[config.mk]
export PLATFORM = sky130hd
export DESIGN_NAME = id_ex_stage
export DESIGN_NICKNAME = d
export VERILOG_FILES = /design/src/rtl/id_ex_stage.sv
export SDC_FILE = /design/constraint.sdc
export NUM_CORES = 1
export LEC_CHECK = 0
export BUFFER_PORTS_ARGS = -buffer_cell sky130_fd_sc_hd__buf_2
export CAP_MARGIN = 20
export CELL_PAD_IN_SITES_DETAIL_PLACEMENT = 0
export CELL_PAD_IN_SITES_GLOBAL_PLACEMENT = 2
export CORE_MARGIN = 10
export CORE_UTILIZATION = 26
export CTS_CLUSTER_DIAMETER = 200
export CTS_CLUSTER_SIZE = 30
export DETAILED_ROUTE_END_ITERATION = 16
export PLACE_DENSITY = 0.76
export SETUP_SLACK_MARGIN = 0.15
export SYNTH_ARGS = -nofsm -noshare
export SYNTH_HDL_FRONTEND = slang
export SYNTH_SLANG_ARGS = --single-unit
[constraint.sdc]
create_clock -name clk -period 4.25 [get_ports clk]
set_clock_uncertainty 0.05 [all_clocks]
set_input_delay 1.275 -clock clk [delete_from_list [all_inputs] [get_ports clk]]
set_output_delay 1.275 -clock clk [all_outputs]
set_load 0.02 [all_outputs]
[src/rtl/id_ex_stage.sv]
// id_ex_stage: ID/EX pipeline register with EX-side operand forwarding and load-use bubble insertion.
module id_ex_stage #(
  parameter int DATA_W = 32,
  parameter int REG_AW = 5
) (
  input  logic              clk,
  input  logic              reset,
  input  logic              stall,
  input  logic              flush,
  input  logic              id_valid,
  input  logic [REG_AW-1:0] id_rs,
  input  logic [REG_AW-1:0] id_rt,
  input  logic [REG_AW-1:0] id_rd,
  input  logic [DATA_W-1:0] id_rs_data,
  input  logic [DATA_W-1:0] id_rt_data,
  input  logic [DATA_W-1:0] id_imm,
  input  logic [2:0]        id_alu_control,
  input  logic              id_alu_src,
  input  logic              id_reg_dst,
  input  logic              id_reg_write,
  input  logic              id_mem_to_reg,
  input  logic              id_mem_write,
  input  logic              exmem_reg_write,
  input  logic [REG_AW-1:0] exmem_write_reg,
  input  logic [DATA_W-1:0] exmem_alu_out,
  input  logic              memwb_reg_write,
  input  logic [REG_AW-1:0] memwb_write_reg,
  input  logic [DATA_W-1:0] memwb_result,
  output logic [2:0]        alu_select,
  output logic [DATA_W-1:0] alu_a,
  output logic [DATA_W-1:0] alu_b,
  output logic [DATA_W-1:0] ex_store_data,
  output logic [REG_AW-1:0] ex_write_reg,
  output logic              ex_valid,
  output logic              ex_reg_write,
  output logic              ex_mem_to_reg,
  output logic              ex_mem_write,
  output logic              load_use_stall
);
  typedef struct packed {
    logic              valid;
    logic              reg_write;
    logic              mem_to_reg;
    logic              mem_write;
    logic              alu_src;
    logic [2:0]        alu_control;
    logic [REG_AW-1:0] rs;
    logic [REG_AW-1:0] rt;
    logic [REG_AW-1:0] write_reg;
    logic [DATA_W-1:0] rs_data;
    logic [DATA_W-1:0] rt_data;
    logic [DATA_W-1:0] imm;
  } idex_t;
  idex_t ex_q, ex_d, load, bubble;
  logic [DATA_W-1:0] fwd_rs, fwd_rt;
  always_comb begin
    bubble = '0;
    bubble.alu_control = 3'b010;
    load.valid = id_valid;
    load.reg_write = id_valid & id_reg_write;
    load.mem_to_reg = id_valid & id_mem_to_reg;
    load.mem_write = id_valid & id_mem_write;
    load.alu_src = id_alu_src;
    load.alu_control = id_alu_control;
    load.rs = id_rs;
    load.rt = id_rt;
    load.write_reg = id_reg_dst ? id_rd : id_rt;
    load.rs_data = id_rs_data;
    load.rt_data = id_rt_data;
    load.imm = id_imm;
    load_use_stall = ex_q.valid & ex_q.mem_to_reg & (ex_q.write_reg != '0) & id_valid &
                     ((ex_q.write_reg == id_rs) | (ex_q.write_reg == id_rt));
    ex_d = flush ? bubble : stall ? ex_q : load_use_stall ? bubble : load;
    // Register 0 never forwards; EX/MEM is newer so it wins over MEM/WB.
    fwd_rs = (exmem_reg_write && exmem_write_reg == ex_q.rs && ex_q.rs != '0) ? exmem_alu_out :
             (memwb_reg_write && memwb_write_reg == ex_q.rs && ex_q.rs != '0) ? memwb_result :
             ex_q.rs_data;
    fwd_rt = (exmem_reg_write && exmem_write_reg == ex_q.rt && ex_q.rt != '0) ? exmem_alu_out :
             (memwb_reg_write && memwb_write_reg == ex_q.rt && ex_q.rt != '0) ? memwb_result :
             ex_q.rt_data;
    alu_select = ex_q.alu_control;
    alu_a = fwd_rs;
    alu_b = ex_q.alu_src ? ex_q.imm : fwd_rt;
    ex_store_data = fwd_rt;
    ex_write_reg = ex_q.write_reg;
    ex_valid = ex_q.valid;
    ex_reg_write = ex_q.reg_write;
    ex_mem_to_reg = ex_q.mem_to_reg;
    ex_mem_write = ex_q.mem_write;
  end
  always_ff @(posedge clk or posedge reset)
    if (reset) ex_q <= '0;
    else ex_q <= ex_d;
endmodule

== Word-level counts from Yosys, hierarchy flattened ==
Cells that the tools add are included.

* Register bits after elaboration: 119
* Bits of input ports: 200
* Output and inout port bits: 109
* Logic and storage cells: 47

* Equality and inequality tests: 7
* Mux-type cells: 9
* Bitwise operators: 8
* Reductions and logical operators: 11

{| class="wikitable"
|+ Operator list
! operator !! count
|-
| 119-bit 2-to-1 mux || 3
|-
| 32-bit 2-to-1 mux || 5
|-
| 5-bit equality test || 6
|-
| 5-bit nonzero test || 3
|-
| 1-bit logical AND || 8
|-
| 1-bit bitwise AND || 7
|-
| 5-bit 2-to-1 mux || 1
|-
| 2-bit by 1-bit != test with 1-bit output (second input constant) || 1
|-
| 1-bit OR || 1
|}

== Depth between registers and ports, before layout ==
* Word-level depth: 7
* Gate-level depth with buffers: 7
* Gate-level depth less buffers: 5

== Worst setup path before layout ==
Ideal clock, no wire load.

* Kind: input to output
* From: input memwb_write_reg[0]
* To: output alu_b[0]
* Arrival: 2.939 ns
* Path slack: -0.014 ns
* Stages: 7
* Cells stage by stage: xnor2_1 > and4_1 > clkbuf_1 > clkbuf_1 > nand3_1 > a31oi_1 > mux2_2

* Word-level cells in the longest chain between the ends: 6

{| class="wikitable"
|+ RTL lines
! item !! line !! RTL
|-
| from (decl) || 27 || <nowiki>input logic [REG_AW-1:0] memwb_write_reg,</nowiki>
|-
| 5-bit equality test || 79 || <nowiki>(memwb_reg_write && memwb_write_reg == ex_q.rt && ex_q.rt != '0) ? memwb_result :</nowiki>
|-
| 1-bit logical AND (2 in series) || 79 ||
|-
| 32-bit 2-to-1 mux || 79 ||
|-
| 32-bit 2-to-1 mux || 78 || <nowiki>fwd_rt = (exmem_reg_write && exmem_write_reg == ex_q.rt && ex_q.rt != '0) ? exmem_alu_out :</nowiki>
|-
| net ex_store_data[0] || 32 || <nowiki>output logic [DATA_W-1:0] ex_store_data,</nowiki>
|-
| 32-bit 2-to-1 mux || 83 || <nowiki>alu_b = ex_q.alu_src ? ex_q.imm : fwd_rt;</nowiki>
|-
| to (decl) || 31 || <nowiki>output logic [DATA_W-1:0] alu_b,</nowiki>
|}

The timed path passes the listed nets, and every way through them passes these cells.

== Worst setup path in the final report ==
* From: input memwb_write_reg[2]
* To: output alu_b[27]

* Word-level cells in the longest chain between the ends: 6

{| class="wikitable"
|+ RTL lines
! item !! line
|-
| 5-bit equality test || 79
|-
| 1-bit logical AND (2 in series) || 79
|-
| 32-bit 2-to-1 mux || 79
|-
| 32-bit 2-to-1 mux || 78
|-
| 32-bit 2-to-1 mux || 83
|}

Every way passes these cells.

==> out/metrics.yaml <==
critical_path:
  crit_path_start_kind: "primary input"
  cp.arrival_ns: 2.95
  required_ns: 2.92
  setup.worst_path.class: "in2out"
  cp-end-kind: "primary output"
  critPathLaunch: "memwb_write_reg[2]"
  r2r_start: "ex_write_reg[1]"
  r2r_slack_ns: 1.85
  cp_max_fo: 8
grt:
  grt_pass1_wl_um: 57000
  top_usage_layer: "met2"
  first_global_vias: 9040
  grt_max_degree: 152
  use_met1_pct: 24.6
  met2_usage_pct: 30.5
  groute.usage.overall_pct: 19.1
  overflow: 0
  use_met3_pct: 5.79
  antenna_found_initial: 4
placement:
  placed_cells: 1576
  pre_cts_ws_ns: -0.180
  gp_congestion: 0.785
  port_buffers: 308
  hpwl_um: 25900
route:
  drc_errors: 0
  wl_um: 39400
  vias: 8642
  wl_per_cell_um: 24.0
  drt_iter0_drc: 532
  first_pass_iters: 5
  via_per_inst: 5.26
  route.antenna.remaining_nets: 0
clocking:
  insertion_delay_ns: 0.43
  numCtsBuffers: 17
  clk_transition_reported_paths_ns: 0.05
  clk_path_buf_depth: 2
  cts_tree: "done"
  root_buffer: "clkbuf_16"
  cts_hold_buffers: 0
  cts.sinks: 119
  htreeDepth: 4
timing:
  min_period_ns: 4.27
  whs_ns: 0.423
  drv_slew: 0
  tns_ns: -0.0211
  period_share_pct: 100
  tightest_slew_ns: 0.985
  fin_ws_ns: -0.0211
  setup_violations: 1
  finalHoldViolCount: 0
  rsz0062_at_grt: "yes"
  fmax_mhz: 234
  relSlewSlack_pct: 34.3
floorplan:
  start_util_pct: 26.2
  die-width_um: 198
  fp.dieH_um: 198
  rows: 65
  coreArea_um2: 31400
  io_pins: 309
  dieArea_um2: 39200
finish:
  fin_util_pct: 40.4
  areaGrowthSynthToFinish_pct: 54.1
  multi_input_area_um2: 5430
  fin_nets: 1425
  fin_cells: 1643
  nFillCells: 3197
  drive_gt1_share_pct: 45.7
  largest_reg_flops: 107
  seq_area_um2: 2980
yosys:
  syn-instance-count: 937
  ys_warn_count: 0
  syn_avg_cell_area_um2: 8.79
  postSynthNetCount: 1137
  async_flop_share_pct: 100
  ys.flop_type: "dfrtp_1"
  synth-seq-area-share_pct: 36.2
  synth-edff-count: 0
  ys_seq_elements: 119
  syn_area_um2: 8230
  ys_types: 34
run_status:
  violations: "negative setup slack"
  status: "complete, but fails checks"
hold_path:
  hold_class: "reg2reg"
  hold_start: "ex_mem_write"
job:
  drv_cap: 0
power:
  cellPowerDensity_nw_per_um2: 300
  peakVddDrop_mv: 0.264
  leakage_nw: 5.68
report_power, final:
part | switching [mW] | leakage (nW) | internal, mW
sequential | 0.0667 | 1.57 | 1.20
combinational | 0.584 | 3.81 | 0.410
clock | 0.562 | 0.295 | 0.978
stage by stage:
step,total power [mW],cell area [um2]
floorplan,1.73,8380
global placement,2.09,10500
detailed placement,2.09,10500
CTS,3.73,11800
global route,3.97,12700
finish,3.80,12700
metal layers:
| metal | routed length (um) | vias up |
|---|---|---|
| met3 | 2610 | 29 |
| met1 | 17500 | 4274 |
| met4 | 541 | 2 |
| met5 | 18 | - |
| li1 | - | 4059 |
| met2 | 18800 | 278 |
layout by cell type (no fill, tap or decap), drive strengths merged, types with 10 or more instances in the layout:
master / instances
buf: 381
dfrtp: 119
o41ai: 116
nand3b: 114
inv: 111
nand2: 37
mux2i: 37
nand3: 34
nor3: 34
o31ai: 33
o21ai: 33
and3: 32
mux2: 32
a31oi: 32
clkbuf: 30
xnor2: 20
xor2: 10
final timing paths:
kind | cells after the start | to
setup / recovery | 9 | alu_b[27]
hold / removal | 2 | ex_mem_write
setup reg to reg | 5 | ex_q[20]
hold reg to reg | 2 | ex_mem_write
max in group asynchronous | 3 | ex_q[58]
min in group asynchronous | 2 | ex_q[5]
cell families (layout without fill, tap and decap cells):
group / count (synthesis) / count (layout) / share of synthesized area, %
and+or+nand+nor: 269 / 270 / 20.3
buffers and inverters: 232 / 531 / 11.2
AOI/OAI and AO/OA: 218 / 218 / 20.2
DFF: 119 / 119 / 36.2
muxes: 69 / 69 / 8.88
xor gates and xnor gates: 30 / 30 / 3.19
other: 0 / 4 / 0
layout make-up:
| cell class | count | area share, % |
|---|---|---|
| sequential | 119 | 23.5 |
| multi-input combinational | 587 | 42.8 |
| clock buffer | 23 | 3.85 |
| antenna | 4 | 0.0789 |
| clock inverter | 8 | 0.947 |
| inverter | 112 | 3.34 |
| timing repair buffer | 388 | 21.5 |
| tap | 402 | 3.97 |
Yosys cell counts, types with 2 or more instances:
master | n | area share [%]
dfrtp_1 | 119 | 36
o41ai_1 | 116 | 12
nand3b_1 | 114 | 10
inv_1 | 112 | 5.1
clkbuf_1 | 98 | 4.5
mux2i_1 | 37 | 4.5
nand2_1 | 37 | 1.7
nand3_1 | 34 | 2.1
nor3_1 | 34 | 2.1
o21ai_0 | 33 | 2.0
o31ai_1 | 33 | 3.0
a31oi_1 | 32 | 2.4
and3_1 | 32 | 2.4
mux2_2 | 30 | 4.1
xnor2_1 | 20 | 2.1
buf_4 | 11 | 1.0
xor2_1 | 10 | 1.1
buf_2 | 9 | 0.55
nand4_1 | 4 | 0.30
buf_1 | 2 | 0.091
mux2_1 | 2 | 0.27
nand2b_1 | 2 | 0.15
nor2_1 | 2 | 0.091
nor4_2 | 2 | 0.30
or2_1 | 2 | 0.15
or4_1 | 2 | 0.18
critical path: stages:
cell and delay [ns]:
buf_4 0.13, xnor2_2 0.15, nand4_1 0.12, buf_6 0.17, clkbuf_16 0.20, o31ai_4 0.26, a31oi_4 0.16, mux2_2 0.29
buf_2 0.17
what timing repair did:
action / CTS / global route
gates resized for setup: 89 / 120
setup endpoints to repair: 94 / 82
cloned: 4 / 7
pin swaps: 13 / 19
buffers inserted: 10 / 11
Power figures use the tool's default switching activity.
